--- src/rtl/cpu_run_sequencer.sv ---
// Power-on and run sequencer for CPU_TopLevel: orders sync reset, clock enable and
// system enable, runs the core until halt, cycle budget or abort, then drains and reports.
module cpu_run_sequencer #(
    parameter int RST_CYCLES    = 2,
    parameter int WARMUP_CYCLES = 3,
    parameter int DRAIN_CYCLES  = 8,
    parameter int CYCLE_BW      = 32
) (
    input  logic                clk,
    input  logic                rst,
    input  logic                start,
    input  logic                abort,
    input  logic [CYCLE_BW-1:0] cycle_limit,
    input  logic                halt_in,
    output logic                cpu_sync_rst,
    output logic                cpu_clk_en,
    output logic                cpu_system_en,
    output logic                busy,
    output logic                done,
    output logic [1:0]          done_cause,
    output logic [CYCLE_BW-1:0] run_cycles
);

    localparam int MAX_RW  = (RST_CYCLES > WARMUP_CYCLES) ? RST_CYCLES : WARMUP_CYCLES;
    localparam int CNT_MAX = (MAX_RW > DRAIN_CYCLES) ? MAX_RW : DRAIN_CYCLES;
    localparam int CNT_W   = $clog2(CNT_MAX + 1);

    localparam logic [CNT_W-1:0] RST_LOAD   = CNT_W'(RST_CYCLES);
    localparam logic [CNT_W-1:0] WARM_LOAD  = CNT_W'(WARMUP_CYCLES);
    localparam logic [CNT_W-1:0] DRAIN_LOAD = CNT_W'(DRAIN_CYCLES);

    typedef enum logic [2:0] {
        S_IDLE, S_RST, S_WARM, S_RUN, S_DRAIN, S_DONE
    } state_t;

    typedef enum logic [1:0] {
        CAUSE_NONE  = 2'd0,
        CAUSE_HALT  = 2'd1,
        CAUSE_LIMIT = 2'd2,
        CAUSE_ABORT = 2'd3
    } cause_t;

    typedef struct packed {
        logic sync_rst;
        logic clk_en;
        logic system_en;
        logic busy;
        logic done;
    } ctrl_t;

    state_t              state_q, state_d;
    cause_t              cause_q, cause_d;
    ctrl_t               ctrl_q, ctrl_d;
    logic [CNT_W-1:0]    cnt_q, cnt_d;
    logic [CYCLE_BW-1:0] run_q, run_d;
    logic [CYCLE_BW-1:0] limit_q, limit_d;
    logic [CYCLE_BW-1:0] run_inc;
    logic                cnt_last;

    // NOTE: every variable gets a default before the case so no path leaves it unassigned (no latches).
    always_comb begin
        state_d  = state_q;
        cause_d  = cause_q;
        cnt_d    = cnt_q;
        run_d    = run_q;
        limit_d  = limit_q;
        run_inc  = (run_q == '1) ? run_q : run_q + CYCLE_BW'(1);
        cnt_last = (cnt_q == CNT_W'(1));

        case (state_q)
            S_IDLE, S_DONE: begin
                if (start) begin
                    state_d = S_RST;
                    limit_d = cycle_limit;
                    run_d   = '0;
                    cause_d = CAUSE_NONE;
                    cnt_d   = RST_LOAD;
                end
            end
            S_RST: begin
                if (abort) begin
                    state_d = S_DONE;
                    cause_d = CAUSE_ABORT;
                end else if (cnt_last) begin
                    state_d = S_WARM;
                    cnt_d   = WARM_LOAD;
                end else begin
                    cnt_d = cnt_q - CNT_W'(1);
                end
            end
            S_WARM: begin
                if (abort) begin
                    state_d = S_DONE;
                    cause_d = CAUSE_ABORT;
                end else if (cnt_last) begin
                    state_d = S_RUN;
                end else begin
                    cnt_d = cnt_q - CNT_W'(1);
                end
            end
            S_RUN: begin
                // The sampled RUN cycle is counted whichever way the run ends.
                run_d = run_inc;
                if (abort) begin
                    state_d = S_DONE;
                    cause_d = CAUSE_ABORT;
                end else if (halt_in) begin
                    state_d = S_DRAIN;
                    cause_d = CAUSE_HALT;
                    cnt_d   = DRAIN_LOAD;
                end else if (limit_q != '0 && run_inc == limit_q) begin
                    state_d = S_DRAIN;
                    cause_d = CAUSE_LIMIT;
                    cnt_d   = DRAIN_LOAD;
                end
            end
            S_DRAIN: begin
                if (abort) begin
                    state_d = S_DONE;
                    cause_d = CAUSE_ABORT;
                end else if (cnt_last) begin
                    state_d = S_DONE;
                end else begin
                    cnt_d = cnt_q - CNT_W'(1);
                end
            end
            default: state_d = S_IDLE;
        endcase

        // Outputs are decoded from the next state so they can be registered with it.
        ctrl_d = '0;
        case (state_d)
            S_RST:   ctrl_d = '{sync_rst: 1'b1, clk_en: 1'b0, system_en: 1'b0, busy: 1'b1, done: 1'b0};
            S_WARM:  ctrl_d = '{sync_rst: 1'b0, clk_en: 1'b1, system_en: 1'b0, busy: 1'b1, done: 1'b0};
            S_RUN:   ctrl_d = '{sync_rst: 1'b0, clk_en: 1'b1, system_en: 1'b1, busy: 1'b1, done: 1'b0};
            S_DRAIN: ctrl_d = '{sync_rst: 1'b0, clk_en: 1'b1, system_en: 1'b0, busy: 1'b1, done: 1'b0};
            S_DONE:  ctrl_d = '{sync_rst: 1'b0, clk_en: 1'b0, system_en: 1'b0, busy: 1'b0, done: 1'b1};
            default: ctrl_d = '0;
        endcase
    end

    // NOTE: state is updated with non-blocking assignments so all flops sample the same pre-edge values.
    always_ff @(posedge clk or posedge rst) begin
        if (rst) begin
            state_q <= S_IDLE;
            cause_q <= CAUSE_NONE;
            ctrl_q  <= '0;
            cnt_q   <= '0;
            run_q   <= '0;
            limit_q <= '0;
        end else begin
            state_q <= state_d;
            cause_q <= cause_d;
            ctrl_q  <= ctrl_d;
            cnt_q   <= cnt_d;
            run_q   <= run_d;
            limit_q <= limit_d;
        end
    end

    assign cpu_sync_rst  = ctrl_q.sync_rst;
    assign cpu_clk_en    = ctrl_q.clk_en;
    assign cpu_system_en = ctrl_q.system_en;
    assign busy          = ctrl_q.busy;
    assign done          = ctrl_q.done;
    assign done_cause    = cause_q;
    assign run_cycles    = run_q;

endmodule

--- config.mk ---
export PLATFORM = sky130hd
export DESIGN_NAME = cpu_run_sequencer
export DESIGN_NICKNAME = d
export VERILOG_FILES = /design/src/rtl/cpu_run_sequencer.sv
export SDC_FILE = /design/constraint.sdc
export NUM_CORES = 1
export LEC_CHECK = 0
export BUFFER_PORTS_ARGS = -buffer_cell sky130_fd_sc_hd__buf_2
export CAP_MARGIN = 20
export CORE_ASPECT_RATIO = 0.8
export CORE_UTILIZATION = 45
export DETAILED_ROUTE_END_ITERATION = 16
export GPL_ROUTABILITY_DRIVEN = 0
export GPL_TIMING_DRIVEN = 0
export SETUP_SLACK_MARGIN = 0.15
export SYNTH_ARGS = -nofsm -noshare
export SYNTH_HDL_FRONTEND = slang
export SYNTH_SLANG_ARGS = --single-unit
--- constraint.sdc ---
create_clock -name clk -period 10.43 [get_ports clk]
set_clock_uncertainty 0.05 [all_clocks]
set_input_delay 1.043 -clock clk [delete_from_list [all_inputs] [get_ports clk]]
set_output_delay 1.043 -clock clk [all_outputs]
set_load 0.05 [all_outputs]
==> summary.md <==
| Metric | Value |
|---|---|
| Status | `completed` |
| Critical path type | `flip-flop to flip-flop` |
| Yosys cell types | `72` |
| Fin Setup TNS | `0 ps` |
| DR iter-0 viols | `1030` |
| I/O Buffers | `75` |
| Syn Inst Count | `682` |
| Layout cell share with drive strength beyond 1 | `0.212` |
| Vias in the first global route | `5698` |
| Detail Route Antenna Nets | `0` |
| Synthesis-stage register bit count | `78` |
| Cts hold-fix bufs | `0` |
| Startpoint types | `flip-flop` |
| Cell Pwr Density | `229 nW/um2` |
| GR peak layer | `met1` |
| Worst EP arrival | `4930 ps` |
| GRT Util Overall | `0.327` |
| Die Span Y | `103 um` |
| Hold Fails Final Rpt | `0` |
| Slew margin rel. | `0.366` |
| Synth Warn # | `0` |
| DR vias | `6238` |
| Final nets | `810` |
| Max Slew Vio Count | `0` |
| Fill cells | `1227` |
| First-pass GRT wire length | `32.1 mm` |
| GRT overflow | `0` |
| Synthesized area | `5770 um2` |
| HP Class | `flip-flop to flip-flop` |
| Initial antenna violation count | `0` |
| CTS tree | `done` |
| Depth of the CTS H-tree | `3` |
| IO Count | `76` |
| Maximum buffer depth of the clock tree | `2` |
| Max_cap viols | `0` |
| Slowest cell delay on critical path | `840 ps` |
| Met2 Use GR | `0.443` |
| RSZ-0062 raised after global routing | `false` |
| Per-cell routed wire length | `22.1 um` |
| Final WL | `20.9 mm` |
| Final Util | `0.540` |
| Crit path buffers/inverters | `1` |
| Met1 Use GR | `0.468` |
| Largest net degree at the start of global routing | `43` |
| Syn_area_per_cell | `8.46 um2` |
| Core area | `12300 um2` |
| Via density | `6.59` |
| Layout Area Growth over Synthesis | `15.5%` |
| Clk pin slew, worst setup/hold paths | `60 ps` |
| Sequential area share after synthesis | `0.338` |
| Critical path endpoint category | `flip-flop` |
| Worst-path cell chain | `clkbuf_2 -> nand3_1 -> nor3_2 -> nand2_1 -> nor2_1 -> nor3b_1 -> or4_1 -> nor4_1 -> a41oi_1 -> o21ba_2 -> mux2_2` |
| Die W | `129 um` |
| Req. time, crit path | `10620 ps` |
| Net count after synthesis | `722` |
| Tightest Pin Transition | `942 ps` |
| CTS Sinks | `78` |
| DRC violations left | `0` |
| Number of CTS-inserted buffers | `9` |
| Clock Latency Late Sink | `360 ps` |
| Critical path's top delay family | `simple AND/OR/NAND/NOR gates` |
| Worst path slowest cell | `nor3_2` |
| Final min period | `4740 ps` |
| Number of antenna diodes | `0` |
| Met3 usage | `0.0998` |
| Peak supply drop | `154 uV` |
| Setup Fix Bufs, Post-CTS | `0` |
| DRT Pass-1 Iters | `6` |
| CP Max Fanout | `10` |
| Root buffer cell | `clkbuf_16` |
| Initial Utilization | `0.468` |
| Synth Flop Type | `dfrtp_1` |
| Tcrit/Tclk final | `0.454` |
| Area of the die | `13300 um2` |
| Site row count | `36` |
| DP HPWL | `16.0 mm` |
| Asr flop ratio synth | `1.00` |
| Lkg Pwr | `2.76 nW` |
| Number of enable flip-flop cells after synthesis | `0` |
| Resized Gates After CTS | `0` |
| Fmax achieved | `211 MHz` |
| Final setup vio count | `0` |
cells in the final DEF (no fill, tap or decap), drive strengths merged, types with 17 or more instances in the layout:
master  instances
xor2           17
and3           18
mux2           32
dfrtp          78
clkbuf         38
nand4          24
nor3           22
buf            91
nor4           24
a21oi          31
nor2           55
nand2          44
xnor2          20
nand3          33
o21ai          69
area by class of cell:
cell class                      count  area [um2]  area share
Multi-Input combinational cell    548        3590       0.538
Sequential cell                    78        1950       0.293
Timing Repair Buffer               77         400      0.0601
Clock buffer                       10         229      0.0344
Tap cell                          171         214      0.0321
Buffer                             42         181      0.0272
Inverter                           14        55.1     0.00826
Clock inverter                      6        46.3     0.00695
path summary, 6_finish.rpt:
kind	slack (ps)	depth (start not counted)	startpoint	endpoint
worst max-delay path	5690	11	run_cycles[2]$_DFFE_PP0P_	done_cause[0]$_DFFE_PP0P_
worst min-delay path	450	1	done_cause[1]$_DFFE_PP0P_	done_cause[1]$_DFFE_PP0P_
worst max register to register	5690	11	run_cycles[2]$_DFFE_PP0P_	done_cause[0]$_DFFE_PP0P_
worst min register to register	450	1	done_cause[1]$_DFFE_PP0P_	done_cause[1]$_DFFE_PP0P_
max in group asynchronous	9090	3	rst	run_cycles[7]$_DFFE_PP0P_
min in group asynchronous	650	2	rst	cnt_q[1]$_DFFE_PP0P_
sequential cells by signal, summed over array words and instances, names as in the netlist:
| signal | flops |
|---|---|
| cpu_system_en | 1 |
| state_q | 3 |
| limit_q | 32 |
| done_cause | 2 |
| cnt_q | 4 |
| done | 1 |
| cpu_sync_rst | 1 |
| busy | 1 |
| cpu_clk_en | 1 |
| run_cycles | 32 |
where the power goes:
part	internal [mW]	switching (mW)
logic	0.281	0.428
clock network	0.162	0.131
registers	0.395	0.128
total	0.838	0.687
kinds of logic (layout without fill, tap and decap cells):
| logic type | count (synthesis) | after routing | synth area share |
|---|---|---|---|
| and+or+nand+nor | 287 | 287 | 0.280 |
| AOI/OAI and AO/OA | 185 | 185 | 0.209 |
| DFF | 78 | 78 | 0.338 |
| buffers and inverters | 56 | 149 | 0.0405 |
| xor gates and xnor gates | 37 | 37 | 0.0561 |
| muxes | 36 | 36 | 0.0694 |
| adders and majority gates | 3 | 3 | 0.00650 |
per-layer routing:
layer  routed length (um)  vias up
met3                 2570       89
met5                    0        -
met2                 8230      419
li1                     -     2753
met4                  857        0
met1                 9210     2977
through the flow:
stage	total power [mW]	setup WS, ps	area [um2]	instances	hold WS (ps)
2_1_floorplan	0.996	6400	5770	682	430
3_3_place_gp	1.19	5860	6360	928	433
3_5_place_dp	1.21	5860	6380	929	443
4_1_cts	1.51	5810	6660	945	457
5_1_grt	1.61	5540	6670	946	489
6_report	1.53	5690	6670	946	453
synth_stat cells, types with 6 or more instances:
library cell  number  area, um2
a21oi_1           31        155
a31oi_1           12       75.1
and2_1            11       68.8
and3_1            18        113
and4_1             9       78.8
buf_2             11       55.1
clkbuf_1          26       97.6
dfrtp_1           78       1950
inv_1             13       48.8
mux2_2            32        360
nand2_1           44        165
nand3_1           32        160
nand4_1           22        138
nor2_1            53        199
nor2b_1            9       56.3
nor3_1            19       95.1
nor3b_1            6       45.0
nor4_1            23        144
o211ai_1           6       45.0
o21ai_0           66        330
o31ai_1           12       90.1
or4_1              7       52.6
xnor2_1           20        175
xor2_1            17        149
No activity file was read; power rests on OpenSTA's default activity.
